===== src/rtl/pot_rd_ctrl_if.sv =====
// Request/response and SPI pin bundle for the MCP41HVX1 read master.
// The slave modport is the controller's view; master is the surrounding environment.
interface pot_rd_ctrl_if;
  logic       rd_req;
  logic [3:0] rd_addr;
  logic       pot_busy;
  logic       rd_active;
  logic       rd_busy;
  logic       rd_done;
  logic [8:0] rd_data;
  logic       rd_err;
  logic       pot_cs_;
  logic       pot_sclk;
  logic       pot_mosi;
  logic       pot_miso;

  modport slave (
    input  rd_req, rd_addr, pot_busy, pot_miso,
    output rd_active, rd_busy, rd_done, rd_data, rd_err, pot_cs_, pot_sclk, pot_mosi
  );

  modport master (
    output rd_req, rd_addr, pot_busy, pot_miso,
    input  rd_active, rd_busy, rd_done, rd_data, rd_err, pot_cs_, pot_sclk, pot_mosi
  );
endinterface


===== src/rtl/pot_rd_ctrl.sv =====
// SPI mode-0 read master for the MCP41HVX1 pot: sends a 16-bit Read Data command and
// captures the 9-bit register value, flagging CMDERR.
module pot_rd_ctrl #(
  parameter int unsigned HALF_DIV = 4
) (
  input  logic         clk,
  input  logic         rst_,
  pot_rd_ctrl_if.slave bus
);

  typedef enum logic [2:0] {
    StIdle,
    StWaitBus,
    StCsSetup,
    StShiftHi,
    StShiftLo,
    StCsHold,
    StCsGap
  } state_e;

  localparam logic [7:0] CntMax = 8'(HALF_DIV - 1);

  state_e      r_state, w_state_nxt;
  logic [7:0]  r_cnt;
  logic [4:0]  r_bit;
  logic [15:0] r_tx;
  logic [9:0]  r_rx;

  logic        r_rd_active, r_rd_busy, r_rd_done, r_rd_err;
  logic [8:0]  r_rd_data;
  logic        r_cs_n, r_sclk, r_mosi;

  logic w_accept, w_phase_end, w_timed, w_frame;
  logic w_active_d, w_cs_n_d, w_sclk_d, w_mosi_d, w_busy_d, w_done_d;

  assign w_accept    = (r_state == StIdle) && bus.rd_req && !r_rd_busy;
  assign w_phase_end = (r_cnt == CntMax);
  assign w_timed     = (r_state != StIdle) && (r_state != StWaitBus);

  always_comb begin
    w_state_nxt = r_state;
    unique case (r_state)
      StIdle:    if (w_accept) w_state_nxt = bus.pot_busy ? StWaitBus : StCsSetup;
      StWaitBus: if (!bus.pot_busy) w_state_nxt = StCsSetup;
      StCsSetup: if (w_phase_end) w_state_nxt = StShiftHi;
      StShiftHi: if (w_phase_end) w_state_nxt = StShiftLo;
      StShiftLo: if (w_phase_end) w_state_nxt = (r_bit == 5'd16) ? StCsHold : StShiftHi;
      StCsHold:  if (w_phase_end) w_state_nxt = StCsGap;
      StCsGap:   if (w_phase_end) w_state_nxt = StIdle;
      default:   w_state_nxt = StIdle;
    endcase
  end

  always_ff @(posedge clk or negedge rst_) begin
    if (!rst_) begin
      r_state <= StIdle;
      r_cnt   <= '0;
      r_bit   <= '0;
      r_tx    <= '0;
      r_rx    <= '0;
    end else begin
      r_state <= w_state_nxt;
      if (!w_timed || (w_state_nxt != r_state)) r_cnt <= '0;
      else                                      r_cnt <= r_cnt + 8'd1;
      if (w_accept) begin
        r_tx  <= {bus.rd_addr, 2'b11, 10'h3FF};
        r_bit <= '0;
      end else if ((r_state == StShiftHi) && w_phase_end) begin
        r_tx  <= {r_tx[14:0], 1'b0};
        r_bit <= r_bit + 5'd1;
      end
      // Sample on the edge where the registered SCLK goes high; only the last 10 bits matter.
      if ((r_state == StShiftHi) && (r_cnt == '0)) r_rx <= {r_rx[8:0], bus.pot_miso};
    end
  end

  // Outputs are registered one cycle behind the state they decode.
  always_comb begin
    w_frame    = (r_state == StCsSetup) || (r_state == StShiftHi) || (r_state == StShiftLo);
    w_active_d = w_timed;
    w_cs_n_d   = !(w_frame || (r_state == StCsHold));
    w_sclk_d   = (r_state == StShiftHi);
    w_mosi_d   = w_frame && r_tx[15];
    w_busy_d   = (r_state != StIdle) || w_accept;
    w_done_d   = (r_state == StIdle) && r_rd_busy;
  end

  always_ff @(posedge clk or negedge rst_) begin
    if (!rst_) begin
      r_rd_active <= 1'b0;
      r_rd_busy   <= 1'b0;
      r_rd_done   <= 1'b0;
      r_rd_err    <= 1'b0;
      r_rd_data   <= '0;
      r_cs_n      <= 1'b1;
      r_sclk      <= 1'b0;
      r_mosi      <= 1'b0;
    end else begin
      r_rd_active <= w_active_d;
      r_rd_busy   <= w_busy_d;
      r_rd_done   <= w_done_d;
      r_cs_n      <= w_cs_n_d;
      r_sclk      <= w_sclk_d;
      r_mosi      <= w_mosi_d;
      if (w_done_d) begin
        if (r_rx[9]) begin
          r_rd_data <= r_rx[8:0];
          r_rd_err  <= 1'b0;
        end else begin
          r_rd_err  <= 1'b1;
        end
      end
    end
  end

  assign bus.rd_active = r_rd_active;
  assign bus.rd_busy   = r_rd_busy;
  assign bus.rd_done   = r_rd_done;
  assign bus.rd_data   = r_rd_data;
  assign bus.rd_err    = r_rd_err;
  assign bus.pot_cs_   = r_cs_n;
  assign bus.pot_sclk  = r_sclk;
  assign bus.pot_mosi  = r_mosi;

endmodule


===== src/flat_wrapper.sv =====
// flat-port wrapper written by rule: the top's interface ports become plain ports
module pot_rd_ctrl_flat 
#(
  parameter int unsigned HALF_DIV = 4
)
  (clk, rst_, bus_rd_req, bus_rd_addr, bus_pot_busy, bus_pot_miso, bus_rd_active, bus_rd_busy, bus_rd_done, bus_rd_data, bus_rd_err, bus_pot_cs_, bus_pot_sclk, bus_pot_mosi);
  pot_rd_ctrl_if bus_i ();
  input  logic clk;
  input  logic rst_;
  input wire logic [$bits(bus_i.rd_req)-1:0] bus_rd_req;
  input wire logic [$bits(bus_i.rd_addr)-1:0] bus_rd_addr;
  input wire logic [$bits(bus_i.pot_busy)-1:0] bus_pot_busy;
  input wire logic [$bits(bus_i.pot_miso)-1:0] bus_pot_miso;
  output wire logic [$bits(bus_i.rd_active)-1:0] bus_rd_active;
  output wire logic [$bits(bus_i.rd_busy)-1:0] bus_rd_busy;
  output wire logic [$bits(bus_i.rd_done)-1:0] bus_rd_done;
  output wire logic [$bits(bus_i.rd_data)-1:0] bus_rd_data;
  output wire logic [$bits(bus_i.rd_err)-1:0] bus_rd_err;
  output wire logic [$bits(bus_i.pot_cs_)-1:0] bus_pot_cs_;
  output wire logic [$bits(bus_i.pot_sclk)-1:0] bus_pot_sclk;
  output wire logic [$bits(bus_i.pot_mosi)-1:0] bus_pot_mosi;
  assign bus_i.rd_req = bus_rd_req;
  assign bus_i.rd_addr = bus_rd_addr;
  assign bus_i.pot_busy = bus_pot_busy;
  assign bus_i.pot_miso = bus_pot_miso;
  assign bus_rd_active = bus_i.rd_active;
  assign bus_rd_busy = bus_i.rd_busy;
  assign bus_rd_done = bus_i.rd_done;
  assign bus_rd_data = bus_i.rd_data;
  assign bus_rd_err = bus_i.rd_err;
  assign bus_pot_cs_ = bus_i.pot_cs_;
  assign bus_pot_sclk = bus_i.pot_sclk;
  assign bus_pot_mosi = bus_i.pot_mosi;
  pot_rd_ctrl #(.HALF_DIV(HALF_DIV)) u_core (.clk(clk), .rst_(rst_), .bus(bus_i));
endmodule

===== config.mk =====
export PLATFORM = sky130hd
export DESIGN_NAME = pot_rd_ctrl_flat
export DESIGN_NICKNAME = d
export VERILOG_FILES = /design/src/rtl/pot_rd_ctrl_if.sv /design/src/rtl/pot_rd_ctrl.sv /design/src/flat_wrapper.sv
export SDC_FILE = /design/constraint.sdc
export NUM_CORES = 1
export LEC_CHECK = 0
export CELL_PAD_IN_SITES_DETAIL_PLACEMENT = 1
export CELL_PAD_IN_SITES_GLOBAL_PLACEMENT = 1
export CORE_ASPECT_RATIO = 0.8
export CORE_MARGIN = 4
export CORE_UTILIZATION = 30
export CTS_CLUSTER_SIZE = 10
export DETAILED_ROUTE_END_ITERATION = 6
export PLACE_DENSITY = 0.59
export SKIP_CTS_REPAIR_TIMING = 1
export SYNTH_ARGS = -nofsm -noshare
export SYNTH_HDL_FRONTEND = slang
export SYNTH_SLANG_ARGS = --single-unit

===== constraint.sdc =====
create_clock -name clk -period 5.3 [get_ports clk]
set_clock_uncertainty 0.15 [all_clocks]
set_input_delay 1.59 -clock clk [delete_from_list [all_inputs] [get_ports clk]]
set_output_delay 1.59 -clock clk [all_outputs]
set_load 0.05 [all_outputs]

======== Word level (Yosys, flattened, before mapping) ========
Index checks and enable logic that the tools add are counted.
storage, ports and cells
  register bits after elaboration ......... 58
  input bits .............................. 9
  output and inout bits ................... 16
  logic and storage cells ................. 61
operators by class
  add/sub/neg operators ................... 2
  equality and inequality tests ........... 10
  mux-type cells .......................... 16
  reduce and logical (&&, ||, !) cells .... 20
operator list
  kind                 number
  $mux 16              2
  $mux 3               8
  $pmux 3 s7           1
  $mux 5               2
  $eq 3x3->1 const B   3
  $add 8x1->8 const B  1
  $eq 8x2->1 const B   1
  $logic_not 8->1      1
  $mux 8               1
  $logic_and 1x1->1    7
  $eq 3x2->1 const B   2
  $add 5x1->5 const B  1
  $eq 5x5->1 const B   1
  $logic_or 1x1->1     5
  $eq 3x1->1 const B   1
  $logic_not 1->1      3
  $logic_not 3->1      1
  $ne 3x1->1 const B   1
  $ne 3x3->1           1
  $reduce_bool 3->1    1
  $mux 2               1
  $reduce_and 2->1     1
  $reduce_bool 2->1    1
  $mux 1               1

======== Depth between registers and ports, before layout ========
  depth in word-level cells ............... 8
  depth in mapped cells ................... 7
  mapped depth without buffers ............ 6

======== Worst setup path before layout ========
OpenSTA, ideal clock, no wires.
  path type ............................... input to register
  start point ............................. input port bus_rd_req
  end point ............................... register u_core.r_tx[12]
  library setup time ...................... 0.118 ns
  arrival ................................. 2.431 ns
  required time ........................... 5.032 ns
  slack ................................... 2.601 ns
  stages .................................. 5
  buffers on the path ..................... 1
  cell sequence ........................... nor2b_1 and2_1 clkbuf_1 nor2_2 a21o_1
between the ends
  longest elaborated chain between the ends .. 3
  elaborated cells between the ends (all ways) .. 4
  those cells by class .................... 1 x mux; 3 x reduce/logical
RTL lines
  element                                       RTL line            text
  start: declaration                            flat_wrapper.sv:10  input wire logic [$bits(bus_i.rd_req)-1:0] bus_rd_req;
  $logic_and 1x1->1 * (2 in series)             pot_rd_ctrl.sv:36   assign w_accept = (r_state == StIdle) && bus.rd_req && !r_rd_busy;
  $mux 16 or $reduce_bool 2->1 (tied branches)  n/a
  end signal: assignment                        pot_rd_ctrl.sv:66   r_tx <= {bus.rd_addr, 2'b11, 10'h3FF};
  end signal: assignment                        pot_rd_ctrl.sv:69   r_tx <= {r_tx[14:0], 1'b0};
  end: declaration                              pot_rd_ctrl.sv:26   logic [15:0] r_tx;
Every way passes the cells marked *; elsewhere a longest branch is shown, timed or not.
A chain may end at the register's enable or synchronous reset.

======== Worst setup path after layout ========
  start point ............................. register u_core.r_cs_n, in the netlist u_core.bus.pot_cs_
  end point ............................... output port bus_pot_cs_
RTL lines
  element                   RTL line            text
  start: declaration        pot_rd_ctrl.sv:31   logic r_cs_n, r_sclk, r_mosi;
  start signal: assignment  pot_rd_ctrl.sv:102  r_cs_n <= w_cs_n_d;
  end: declaration          flat_wrapper.sv:19  output wire logic [$bits(bus_i.pot_cs_)-1:0] bus_pot_cs_;
No word-level cell between the ends.

==> summary.txt <==
Run status
  – Status: finished, final reports clean

Layout
  – Fin area: 0.00311 sq mm
  – Most common cell after layout, fill and taps aside: dfrtp_1
  – Layout cells sized above 1: 19.1%
  – Most frequent cells in the layout: 57 x dfrtp_1, 31 x nand2_1, 23 x clkdlybuf4s50_1
  – Layout area overhead: 20.8%
  – N_diodes: 0
  – Filler Cell Count: 920
  – Layout net count: 265

Setup path
  – WP data arrival: 1630 ps
  – CP max stage cell: clkdlybuf4s50_1
  – CP Launch Type: register
  – Critical path peak fanout: 1
  – Kind of critical path: reg -> out
  – Worst Path Required: 3560 ps
  – Critical-path cell list: clkdlybuf4s50_1
  – R2R Path Start: u_core.r_cnt[0]
  – Largest delay contributor family on the critical path: buffers and inverters
  – Critical path startpoint: u_core.bus.pot_cs_
  – Crit-path max cell delay: 790 ps
  – WP buf/inv: 1
  – Crit path capture type: primary output

Drt
  – Met3 routed wirelength: 247 microns
  – Final antenna-violating net count: 0
  – Post-DR vias/cell: 4.67
  – Routed via count: 1700
  – Drt pass-1 iters: 4
  – Wirelength, routed: 5070 microns
  – WL/cell: 13.9 microns
  – Met2 WL: 2170 microns
  – Top Layer Used: met4
  – Wire length on met1: 2540 microns
  – Initial DRC Count: 79
  – Post-route DRC: 0

Floorplan
  – Total die area: 0.0101 sq mm
  – Initial Util: 31.7%
  – Core Region: 0.00813 sq mm
  – I/O pins: 25
  – Row cnt: 29
  – Die width: 112 microns
  – Die Height: 90.8 microns

STA
  – Slew Limit Fails: 0
  – Max Freq: 297 MHz
  – Setup violations, final: 0
  – Crit path time final: 3370 ps
  – Worst-Margin Slew: 766 ps
  – Relative slew slack: 48.9%
  – Final period utilization: 63.6%
  – Setup repair after global routing missed its margin: no
  – Final Hold Viols: 0
  – Setup_tns: 0 ps
  – Final hold slack: 313 ps

CTS
  – Reg clk slew, reported paths: 60 ps
  – TritonCTS buffer count: 9
  – Clock Tree Buf Depth: 2
  – Clock sink total: 58
  – CTS tree: built
  – CTS root buffer: clkbuf_8
  – Worst-Skew Late Latency: 340 ps
  – CTS H-tree lvls: 3

Global routing
  – Pin count of the biggest net entering global routing: 59
  – Gr usage total: 11.1%
  – Initial antenna violation count: 0
  – Vias in the first global route: 1726
  – Global route overflow: 0
  – First-pass GRT wire length: 8810 microns

Run
  – Max-cap violations: 0

Logic synthesis
  – Seq/Total Area, Yosys: 56.5%
  – Syn Nets: 237
  – Mean Syn Cell Area: 11.5 sq um
  – Distinct cell type count after synthesis: 43
  – Warnings, synthesis: 0
  – Mapped Area: 0.00257 sq mm
  – Cells after Synth: 224
  – Yosys reg bits: 58

Placed design
  – IO Port Bufs: 24
  – Gpl congestion: 0.705
  – Placed instance area: 0.00290 sq mm
  – Hpwl dp: 3390 microns

Power and ir drop
  – Pwr dens: 539 mW/mm^2
  – VDD IR max: 0.000218 V
  – Leakage: 0.00142 uW

Worst hold path
  – Hold crit path type: reg -> reg
  – Hold_sp: u_core.r_tx[3]
==> sequential cells by signal (all words and copies together) (netlist names) <==
signal                flops
u_core.bus.pot_cs_        1
u_core.r_rx              10
u_core.bus.rd_data        9
u_core.bus.pot_sclk       1
u_core.r_tx              16
u_core.r_bit              5
u_core.bus.rd_done        1
u_core.bus.rd_busy        1
u_core.bus.rd_err         1
u_core.r_state            3
u_core.bus.rd_active      1
u_core.bus.pot_mosi       1
u_core.r_cnt              8
==> where the power goes <==
part | internal, uW | switching [uW] | leakage (uW) | total [uW]
logic | 238 | 293 | 0.000592 | 531
clock network | 253 | 174 | 0.000106 | 426
registers | 597 | 120 | 0.000726 | 718
total | 1090 | 587 | 0.00142 | 1680
==> metal layers <==
metal | vias up | GRT usage, %
met4 | 0 | 5.17
met5 | - | 0
li1 | 822 | -
met3 | 11 | 4.35
met2 | 31 | 15.4
met1 | 836 | 15.1
==> area by class of cell <==
type	instances	area, sq um	area share (%)
Clock inverter	2	35.0	1.13
Tap cell	108	135	4.35
Timing Repair Buffer	25	243	7.81
Multi-Input combinational cell	149	1040	33.4
Clock buffer	13	169	5.44
Inverter	9	33.8	1.09
Sequential cell	58	1450	46.8
==> through the flow <==
step           setup slack, ps  total power [uW]  util [%]  instances
2_1_floorplan             2600              1100         -        224
3_3_place_gp              1740              1250      35.7        349
3_5_place_dp              1740              1270      35.7        349
4_1_cts                   1900              1700      38.2        364
5_1_grt                   1890              1790      38.2        364
6_report                  1930              1680      38.2        364
==> path summary, 6_finish.rpt <==
kind / endpoint / slack (ps) / cells past startpoint
hold / removal: u_core.r_tx[4] / 310 / 2
hold reg to reg: u_core.r_tx[4] / 310 / 2
min in group asynchronous: u_core.r_cnt[1] / 1250 / 2
max in group asynchronous: u_core.bus.pot_sclk / 3250 / 2
setup / recovery: bus_pot_cs_ / 1930 / 1
setup reg to reg: u_core.r_tx[13] / 2880 / 5
==> kinds of logic (layout without fill, tap and decap cells) <==
logic type	after synthesis	after routing	synth area share, %
fa+ha+maj	4	4	1.95
simple gates	80	80	16.4
xor+xnor	9	9	3.06
compound gates	37	37	9.14
mux	19	19	9.78
buf+inv	17	49	3.16
flops	58	58	56.5
==> synthesized netlist by cell type, drive strengths merged <==
library cell  count  area share [%]
o22ai             1            0.24
and4              1            0.34
ha                4             1.9
nor4              2            0.49
o31ai             1            0.29
nand4bb           1            0.44
nor3b             2            0.58
clkbuf            4            0.58
inv               9             1.3
a21oi             4            0.78
nand3             6             1.2
or4               1            0.44
a21boi            1            0.29
nand2            32             5.0
or3               2            0.49
xor2              2            0.68
nor2b             2            0.49
and2              2            0.49
a31oi             1            0.24
nor3              6             2.0
a21o              5             1.5
dfrtp            57              55
and3              1            0.29
or3b              1            0.34
o21ai            17             3.3
dfstp             1             1.0
mux2             19             9.8
nand3b            1            0.29
xnor2             7             2.4
nor2             15             2.4
a22o              4             1.6
buf               4             1.3
nand4             1            0.24
a211oi            1            0.29
nand2b            3            0.73
o221ai            1            0.34
o31a              1            0.34
or2               1            0.24
Power figures use the tool's default switching activity.
